==> src/rtl/if_pc_unit.sv <==
// Fetch-stage PC: advances by 4, applies exception/eret/branch redirects, parks a branch seen under stall.
// Latency: redirects visible one cycle after sampling; PCStall holds the PC but never drops a taken branch.
module if_pc_unit #(
  parameter logic [31:0] RESET_PC   = 32'h0000_3000,
  parameter logic [31:0] HANDLER_PC = 32'h0000_4180,
  parameter logic [31:0] IM_BASE    = 32'h0000_3000,
  parameter logic [31:0] IM_TOP     = 32'h0000_6ffc
) (
  input  logic        clk,
  input  logic        reset,
  input  logic        PCStall,
  input  logic        BranchTaken,
  input  logic [31:0] BranchTarget,
  input  logic        ExcReq,
  input  logic        EretReq,
  input  logic [31:0] EPC,
  output logic [31:0] IFPC,
  output logic        IFPCError,
  output logic        IFRedirectPending
);

  typedef enum logic {IDLE = 1'b0, PEND = 1'b1} state_t;

  state_t      state;
  state_t      state_nxt;
  logic [31:0] pend_target;
  logic [31:0] pend_target_nxt;
  logic [31:0] pc_nxt;

  always_ff @(posedge clk) begin
    if (!reset) begin
      IFPC        <= RESET_PC;
      state       <= IDLE;
      pend_target <= '0;
    end else begin
      IFPC        <= pc_nxt;
      state       <= state_nxt;
      pend_target <= pend_target_nxt;
    end
  end

  always_comb begin
    pc_nxt          = IFPC;
    state_nxt       = state;
    pend_target_nxt = pend_target;
    if (ExcReq) begin
      pc_nxt    = HANDLER_PC;
      state_nxt = IDLE;
    end else if (EretReq) begin
      pc_nxt    = EPC;
      state_nxt = IDLE;
    end else if (!PCStall) begin
      // A fresh branch outranks the parked one; either way the slot is consumed.
      if (BranchTaken)
        pc_nxt = BranchTarget;
      else if (state == PEND)
        pc_nxt = pend_target;
      else
        pc_nxt = IFPC + 32'd4;
      state_nxt = IDLE;
    end else if (BranchTaken) begin
      pend_target_nxt = BranchTarget;
      state_nxt       = PEND;
    end
  end

  assign IFPCError = (IFPC[1:0] != 2'b00) | (IFPC < IM_BASE) | (IFPC > IM_TOP);
  assign IFRedirectPending = (state == PEND);

endmodule
==> config.mk <==
export PLATFORM = sky130hd
export DESIGN_NAME = if_pc_unit
export DESIGN_NICKNAME = d
export VERILOG_FILES = /design/src/rtl/if_pc_unit.sv
export SDC_FILE = /design/constraint.sdc
export NUM_CORES = 1
export LEC_CHECK = 0
export ABC_CLOCK_PERIOD_IN_PS = 2000
export CORE_MARGIN = 1.5
export CORE_UTILIZATION = 45
export DETAILED_ROUTE_END_ITERATION = 16
export PLACE_DENSITY = 0.75
export SYNTH_ARGS = -nofsm -noshare
export SYNTH_HDL_FRONTEND = slang
export SYNTH_SLANG_ARGS = --single-unit
==> constraint.sdc <==
create_clock -name clk -period 2 [get_ports clk]
set_input_delay 0.4 -clock clk [delete_from_list [all_inputs] [get_ports clk]]
set_output_delay 0.4 -clock clk [all_outputs]
set_load 0.01 [all_outputs]
==> metrics.txt, run 1 <==
# TYPE chip_impl_metric gauge
chip_impl_metric{name="timing.critical_path.arrival",unit="ps"} 1540
chip_impl_metric{name="numClockSinks",unit=""} 65
chip_impl_metric{name="critical_path_required",unit="ps"} 1600
chip_impl_info{name="min-delay-path-class",value="register to register"} 1
chip_impl_metric{name="ff2ff_setup_slack",unit="ps"} 110
chip_impl_metric{name="grt_max_degree",unit=""} 29
chip_impl_info{name="post-synth-top-area-cell",value="sky130_fd_sc_hd__dfxtp_1"} 1
chip_impl_metric{name="vias_in_the_first_global_route",unit=""} 4247
chip_impl_metric{name="ant_nets_after_route",unit=""} 0
chip_impl_metric{name="worstHoldPathCells",unit=""} 2
chip_impl_info{name="hold_path_startpoint",value="pend_target[21]"} 1
chip_impl_info{name="criticalPathCategory",value="register to output pin"} 1
chip_impl_info{name="run_status",value="finished, final reports clean"} 1
chip_impl_metric{name="core.rowCount",unit=""} 33
chip_impl_metric{name="yosys_warnings",unit=""} 0
chip_impl_info{name="crit_path_cell_trace",value="nor4_2 > nand2_1 > nor4_2 > nand4_1 > buf_2"} 1
chip_impl_metric{name="grt_first_pass_wirelength",unit="um"} 22000
chip_impl_metric{name="fin_tns_setup",unit="ps"} 0
chip_impl_info{name="critical_path.reg2reg.startpoint",value="IFPC[19]"} 1
chip_impl_metric{name="start_util",unit=""} 0.468
chip_impl_metric{name="filler_cell_count",unit=""} 710
chip_impl_metric{name="die_area",unit="mm2"} 0.00916
chip_impl_metric{name="pwr_density_cell",unit="mW/mm2"} 593
chip_impl_metric{name="synth-xor-area-share",unit=""} 0.0317
chip_impl_metric{name="post_placement_worst_setup_slack",unit="ps"} -246
chip_impl_metric{name="crit_path_max_fanout",unit=""} 2
chip_impl_info{name="netlist_top_cells_count",value="90 x sky130_fd_sc_hd__nand2_1, 65 x sky130_fd_sc_hd__dfxtp_1, 32 x sky130_fd_sc_hd__a21boi_0, 32 x sky130_fd_sc_hd__clkbuf_1, 31 x sky130_fd_sc_hd__nor2_1"} 1
chip_impl_metric{name="max-clock-path-buffers",unit=""} 2
chip_impl_info{name="cpLargestDelayFamily",value="simple AND/OR/NAND/NOR gates"} 1
chip_impl_metric{name="power.leakage",unit="nW"} 2.14
chip_impl_metric{name="clkTransAtPathRegs",unit="ps"} 80
chip_impl_metric{name="async_reset_ff_frac",unit=""} 0
chip_impl_info{name="cts_tree",value="built"} 1
chip_impl_metric{name="slew_headroom",unit=""} 0.667
chip_impl_metric{name="max_freq",unit="GHz"} 0.516
chip_impl_info{name="worstSetupStartpointType",value="register"} 1
chip_impl_metric{name="finalPower",unit="mW"} 3.41
chip_impl_metric{name="boundaryPins",unit=""} 104
chip_impl_metric{name="vias_per_cell",unit=""} 5.98
chip_impl_metric{name="port-buffer-count",unit=""} 103
chip_impl_info{name="synth_most_common_cell",value="sky130_fd_sc_hd__nand2_1"} 1
chip_impl_metric{name="dp.final_hpwl",unit="um"} 10900
chip_impl_metric{name="finalWeightedCongestion",unit=""} 0.940
chip_impl_metric{name="final_period_minus_worst_setup_slack",unit="ps"} 1940
chip_impl_metric{name="routed_wire_length_per_instance",unit="um"} 18.5
chip_impl_metric{name="postLayoutSetupSlackWorst",unit="ps"} 63.2
chip_impl_metric{name="synth_cell_type_count",unit=""} 66
chip_impl_metric{name="postSynthAreaPerCell",unit="um2"} 7.74
chip_impl_metric{name="synth_nets",unit=""} 571
chip_impl_metric{name="grt.total_usage",unit=""} 0.318
chip_impl_metric{name="finalSetupViolCount",unit=""} 0
chip_impl_metric{name="fp.coreArea",unit="mm2"} 0.00826
chip_impl_metric{name="ir_drop",unit="mV"} 0.444
chip_impl_metric{name="drc",unit=""} 0
chip_impl_metric{name="synth.mux.area_fraction",unit=""} 0.0103
chip_impl_info{name="cts_root_buffer",value="sky130_fd_sc_hd__clkbuf_8"} 1
chip_impl_metric{name="ys_ff_latch",unit=""} 65
chip_impl_info{name="crit_path_frequent_cell",value="sky130_fd_sc_hd__nor4_2"} 1
chip_impl_metric{name="global_route.overflow_total",unit=""} 0
chip_impl_info{name="crit_path_end_kind",value="output pin"} 1
chip_impl_info{name="dominantRegCellSynth",value="sky130_fd_sc_hd__dfxtp_1"} 1
chip_impl_metric{name="number_of_maximum_capacitance_violations",unit=""} 0
chip_impl_metric{name="vias",unit=""} 4585
chip_impl_metric{name="clock_skew",unit="ps"} 8.34
chip_impl_info{name="whs_endpoint",value="pend_target[21]"} 1
chip_impl_metric{name="syn_to_final_growth",unit="%"} 48.7
chip_impl_metric{name="post-route-util",unit=""} 0.697
chip_impl_metric{name="worst-r2r-cell-count",unit=""} 6
chip_impl_metric{name="critical_path.max_stage_delay",unit="ps"} 330
chip_impl_info{name="critical_path.slowest_cell",value="sky130_fd_sc_hd__dfxtp_1"} 1
chip_impl_metric{name="insertedDiodeCount",unit=""} 0
chip_impl_metric{name="multi_input_area",unit="mm2"} 0.00241
chip_impl_metric{name="postCtsSetupRepairBufs",unit=""} 0
chip_impl_metric{name="post_synthesis_cell_area",unit="mm2"} 0.00387
chip_impl_metric{name="drive_above_1_share",unit=""} 0.189
chip_impl_info{name="synth_top_family_by_area",value="compound AO/OA/AOI/OAI gates"} 1
chip_impl_metric{name="final_min_period_over_clock_period",unit=""} 0.968
chip_impl_metric{name="compound_gate_fraction_of_synth_area",unit=""} 0.308
chip_impl_metric{name="clock_network_latency_to_the_later_pin_of_the_worst_skew_pair",unit="ps"} 340
chip_impl_metric{name="worst-path-buf-inv",unit=""} 1
chip_impl_metric{name="die_height",unit="um"} 95.7
chip_impl_metric{name="synth_simple_gate_area_share",unit=""} 0.262
chip_impl_metric{name="seq_area",unit="mm2"} 0.00131
chip_impl_metric{name="syn-instance-count",unit=""} 500
chip_impl_metric{name="synth_largest_type_area_fraction",unit=""} 0.336
chip_impl_metric{name="tightestPinTransition",unit="ps"} 494
chip_impl_metric{name="synth_fa_ha_area_frac",unit=""} 0.00323
chip_impl_metric{name="post_synth_edffs",unit=""} 0
chip_impl_metric{name="finalNetCount",unit=""} 728
chip_impl_metric{name="die_x",unit="um"} 95.7
chip_impl_metric{name="holdBufCountCts",unit=""} 0
chip_impl_metric{name="initial_antenna_violation_count",unit=""} 0
chip_impl_info{name="grt_setup_unrepaired",value="true"} 1
chip_impl_metric{name="htreeDepth",unit=""} 3
chip_impl_metric{name="hold_fails_final_rpt",unit=""} 0
chip_impl_metric{name="detailedRoute.firstPassIterationCount",unit=""} 5
chip_impl_metric{name="drtIter0Drc",unit=""} 334
chip_impl_metric{name="seq_area_frac_synth",unit=""} 0.336
chip_impl_metric{name="cts_buffers",unit=""} 9
chip_impl_metric{name="detail_route.wirelength",unit="um"} 14200
chip_impl_info{name="synth.top_cells.by_area",value="sky130_fd_sc_hd__dfxtp_1 34%, sky130_fd_sc_hd__nand2_1 8.7%, sky130_fd_sc_hd__a21boi_0 6.2%, sky130_fd_sc_hd__a221oi_1 3.8%, sky130_fd_sc_hd__a21oi_1 3.2%"} 1
chip_impl_metric{name="final_max_slew_viol_count",unit=""} 0
chip_impl_info{name="crit-reg2reg-capture",value="IFPC[24]"} 1
## power by group
part / switching [mW] / total, mW / internal, mW
clock network: 0.574 / 1.27 / 0.699
registers: 0.0496 / 1.39 / 1.34
logic: 0.342 / 0.743 / 0.401
total: 0.966 / 3.41 / 2.44
## cell usage in the layout (no fill, tap or decap), types with 9 or more instances in the layout
master	count
sky130_fd_sc_hd__nand2_1	90
sky130_fd_sc_hd__clkbuf_8	9
sky130_fd_sc_hd__nor2_1	31
sky130_fd_sc_hd__a21oi_1	25
sky130_fd_sc_hd__nand2b_1	10
sky130_fd_sc_hd__a21boi_0	32
sky130_fd_sc_hd__nand3_1	18
sky130_fd_sc_hd__nand4_1	10
sky130_fd_sc_hd__a221oi_1	16
sky130_fd_sc_hd__buf_4	81
sky130_fd_sc_hd__dfxtp_1	62
sky130_fd_sc_hd__clkdlybuf4s50_1	101
sky130_fd_sc_hd__xnor2_1	9
sky130_fd_sc_hd__o21ai_0	23
## layer usage
metal	part of all wire	track usage	vias to the layer above
met4	0.016	0.0931	0
met1	0.43	0.445	2165
li1	-	-	2163
met3	0.093	0.0600	19
met2	0.46	0.494	238
met5	0	0	-
## how the worst max path moves through the flow
| stage | startpoint | cells past startpoint | endpoint | slack (ps) |
|---|---|---|---|---|
| finish | IFPC[29] | 5 | IFPCError | 60 |
| detailed placement | BranchTaken | 6 | IFPC[11] | -250 |
| global route | IFPC[29] | 5 | IFPCError | -40 |
| global placement | BranchTaken | 6 | IFPC[11] | -140 |
| CTS | IFPC[29] | 5 | IFPCError | 30 |
| floorplan | IFPC[14] | 5 | IFPC[26] | 90 |
## cells by family (layout without fill, tap and decap cells)
| group | after synthesis | in the layout |
|---|---|---|
| and+or+nand+nor | 205 | 205 |
| AOI/OAI and AO/OA | 163 | 163 |
| DFF | 65 | 65 |
| buffers and inverters | 48 | 210 |
| xor gates and xnor gates | 14 | 14 |
| muxes | 4 | 4 |
| adders and majority gates | 1 | 1 |
## stage by stage
step | cell area (um2) | std cells | hold slack (ps)
2_1_floorplan | 3870 | 500 | 438
3_3_place_gp | 5500 | 751 | 444
3_5_place_dp | 5500 | 751 | 456
4_1_cts | 5720 | 767 | 466
5_1_grt | 5750 | 767 | 480
6_report | 5750 | 767 | 465
## worst reg2reg max path, delay by kind of cell (launching register included)
family                 cells  cell delay (ps)
and+or+nand+nor            3              660
buffers and inverters      1              170
AOI/OAI and AO/OA          2              540
DFF                        1              420
## registers in the layout, summed over array words and instances (netlist names), named ones only
name,count
IFPC,30
IFRedirectPending,1
pend_target,32
## repair_timing
action                                  4_1_cts  5_1_grt
gates resized for setup                       5        7
endpoints found under the setup margin        1        6
pin swaps                                     2        1
gates cloned                                  0        0
## final cells by class
type	count	area share
clock inverters	7	0.0165
inverters	9	0.00587
flip-flops and latches	65	0.227
repair buffers	185	0.287
well taps	105	0.0228
clock buffers	9	0.0215
multi-input cells	387	0.420
No activity file was read; power rests on OpenSTA's default activity.
==> run 2: changes to the inputs <==
--- a/config.mk
+++ b/config.mk
@@ -6,7 +6,7 @@
 export NUM_CORES = 1
 export LEC_CHECK = 0
 export ABC_CLOCK_PERIOD_IN_PS = 2000
-export CORE_MARGIN = 1.5
+export CORE_MARGIN = 4
 export CORE_UTILIZATION = 45
 export DETAILED_ROUTE_END_ITERATION = 16
 export PLACE_DENSITY = 0.75
==> metrics.txt, run 2 (synthesis results as in run 1) <==
# TYPE chip_impl_metric gauge
chip_impl_metric{name="number_of_maximum_capacitance_violations",unit=""} 0
chip_impl_metric{name="final_max_slew_viol_count",unit=""} 0
chip_impl_info{name="max_flop_register",value="pend_target"} 1
chip_impl_metric{name="initial_antenna_violation_count",unit=""} 0
chip_impl_metric{name="seq_area",unit="mm2"} 0.00130
chip_impl_metric{name="drive_above_1_share",unit=""} 0.166
chip_impl_metric{name="clkTransAtPathRegs",unit="ps"} 80
chip_impl_metric{name="drc",unit=""} 0
chip_impl_metric{name="postLayoutSetupSlackWorst",unit="ps"} 77.7
chip_impl_info{name="cts_tree",value="built"} 1
chip_impl_metric{name="die_x",unit="um"} 101
chip_impl_metric{name="max_freq",unit="GHz"} 0.520
chip_impl_metric{name="dp.final_hpwl",unit="um"} 10900
chip_impl_metric{name="ant_nets_after_route",unit=""} 0
chip_impl_metric{name="ir_drop",unit="mV"} 0.384
chip_impl_metric{name="slew_headroom",unit=""} 0.599
chip_impl_metric{name="syn_to_final_growth",unit="%"} 46.3
chip_impl_metric{name="worstHoldPathCells",unit=""} 2
chip_impl_metric{name="post_placement_worst_setup_slack",unit="ps"} -84.4
chip_impl_metric{name="filler_cell_count",unit=""} 723
chip_impl_metric{name="drtIter0Drc",unit=""} 401
chip_impl_metric{name="core.rowCount",unit=""} 33
chip_impl_metric{name="port-buffer-count",unit=""} 103
chip_impl_metric{name="routed_wire_length_per_instance",unit="um"} 19.5
chip_impl_metric{name="vias_per_cell",unit=""} 6.07
chip_impl_metric{name="grt_first_pass_wirelength",unit="um"} 22800
chip_impl_metric{name="tightestPinTransition",unit="ps"} 595
chip_impl_metric{name="critical_path_required",unit="ps"} 2280
chip_impl_metric{name="hold_fails_final_rpt",unit=""} 0
chip_impl_metric{name="grt_max_degree",unit=""} 36
chip_impl_metric{name="postCtsSetupRepairBufs",unit=""} 0
chip_impl_metric{name="finalWeightedCongestion",unit=""} 0.950
chip_impl_metric{name="pwr_density_cell",unit="mW/mm2"} 573
chip_impl_info{name="criticalPathCategory",value="register to register"} 1
chip_impl_info{name="most_common_library_cell_in_the_layout_ignoring_fill_and_taps",value="sky130_fd_sc_hd__clkdlybuf4s50_1"} 1
chip_impl_metric{name="multi_input_area",unit="mm2"} 0.00241
chip_impl_metric{name="die_area",unit="mm2"} 0.0101
chip_impl_metric{name="die_height",unit="um"} 101
chip_impl_metric{name="clock_skew",unit="ps"} 15.5
chip_impl_metric{name="global_route.overflow_total",unit=""} 0
chip_impl_metric{name="finalPower",unit="mW"} 3.25
chip_impl_metric{name="grt.total_usage",unit=""} 0.286
chip_impl_metric{name="timing.critical_path.arrival",unit="ps"} 2200
chip_impl_metric{name="power.leakage",unit="nW"} 2.09
chip_impl_info{name="crit_path_end_kind",value="register"} 1
chip_impl_metric{name="finalSetupViolCount",unit=""} 0
chip_impl_info{name="min-delay-path-class",value="register to register"} 1
chip_impl_metric{name="cts_buffers",unit=""} 9
chip_impl_metric{name="max-clock-path-buffers",unit=""} 2
chip_impl_metric{name="clock_network_latency_to_the_later_pin_of_the_worst_skew_pair",unit="ps"} 340
chip_impl_info{name="cts_root_buffer",value="sky130_fd_sc_hd__clkbuf_8"} 1
chip_impl_metric{name="worst-r2r-cell-count",unit=""} 5
chip_impl_info{name="worstSetupStartpointType",value="register"} 1
chip_impl_metric{name="final_period_minus_worst_setup_slack",unit="ps"} 1920
chip_impl_metric{name="final_min_period_over_clock_period",unit=""} 0.961
chip_impl_metric{name="start_util",unit=""} 0.466
chip_impl_info{name="top_library_cells_by_usage_in_the_layout_fill_and_taps_aside",value="101 x sky130_fd_sc_hd__clkdlybuf4s50_1, 90 x sky130_fd_sc_hd__nand2_1, 67 x sky130_fd_sc_hd__buf_4"} 1
chip_impl_metric{name="vias",unit=""} 4591
chip_impl_metric{name="numClockSinks",unit=""} 65
chip_impl_metric{name="fp.coreArea",unit="mm2"} 0.00830
chip_impl_metric{name="vias_in_the_first_global_route",unit=""} 4275
chip_impl_metric{name="crit_path_max_fanout",unit=""} 6
chip_impl_metric{name="htreeDepth",unit=""} 3
chip_impl_metric{name="finalNetCount",unit=""} 717
chip_impl_metric{name="detailedRoute.firstPassIterationCount",unit=""} 6
chip_impl_metric{name="largest_register_ff_count",unit=""} 32
chip_impl_metric{name="insertedDiodeCount",unit=""} 0
chip_impl_metric{name="boundaryPins",unit=""} 104
chip_impl_metric{name="detail_route.wirelength",unit="um"} 14700
chip_impl_info{name="run_status",value="finished, final reports clean"} 1
chip_impl_info{name="grt_setup_unrepaired",value="false"} 1
## run 2: changes by cell type in the layout (fill, tap and decap cells not counted), sizes merged
cell,change
buf,-11
bufinv,-1
clkbuf,+2
clkinv,+2
clkinvlp,-3
## run 2: per-layer routing
| metal | share of wire | track usage |
|---|---|---|
| met1 | 0.42 | 0.402 |
| met3 | 0.099 | 0.0595 |
| met4 | 0.017 | 0.0850 |
| met2 | 0.46 | 0.439 |
| met5 | 0 | 0 |
## run 2: timing repair
action,CTS,global route
hold buffers,0,0
pin swaps,3,2
endpoints found under the setup margin,1,4
gates resized for setup,8,2
## run 2: layout make-up
type                            count  area share
Sequential cell                    65       0.230
Clock buffer                       11      0.0232
Timing Repair Buffer              174       0.282
Tap cell                          105      0.0232
Clock inverter                      5     0.00994
Multi-Input combinational cell    387       0.426
Inverter                            9     0.00597
## run 2: power by group
part | leakage [nW] | total [mW] | switching [mW] | internal, mW
combinational | 1.47 | 0.736 | 0.345 | 0.391
clock | 0.0933 | 1.12 | 0.540 | 0.575
sequential | 0.531 | 1.39 | 0.0503 | 1.34
total | 2.09 | 3.25 | 0.936 | 2.31
## run 2: worst paths after layout
path                                startpoint        endpoint  slack [ps]
worst min-delay path            pend_target[0]  pend_target[0]         460
worst max register to register         IFPC[3]        IFPC[16]          80
worst min register to register  pend_target[0]  pend_target[0]         460
worst max-delay path                   IFPC[3]        IFPC[16]          80
## run 2: through the flow
| step | hold WS [ps] | instance area [um2] | util | setup TNS (ps) | cells |
|---|---|---|---|---|---|
| 4_1_cts | 469 | 5650 | 0.681 | 0 | 756 |
| 5_1_grt | 488 | 5660 | 0.682 | 0 | 756 |
| 2_1_floorplan | 438 | 3870 | - | 0 | 500 |
| 6_report | 464 | 5660 | 0.682 | 0 | 756 |
| 3_5_place_dp | 458 | 5450 | 0.656 | -2090 | 740 |
| 3_3_place_gp | 447 | 5450 | 0.656 | -738 | 740 |
## run 2: critical path, stage by stage, from the launching register on
cell and delay, ps:
sky130_fd_sc_hd__dfxtp_1 410, sky130_fd_sc_hd__ha_1 250, sky130_fd_sc_hd__and3_1 240, sky130_fd_sc_hd__nand3_1 210, sky130_fd_sc_hd__or4_2 650, sky130_fd_sc_hd__nand3_1 100
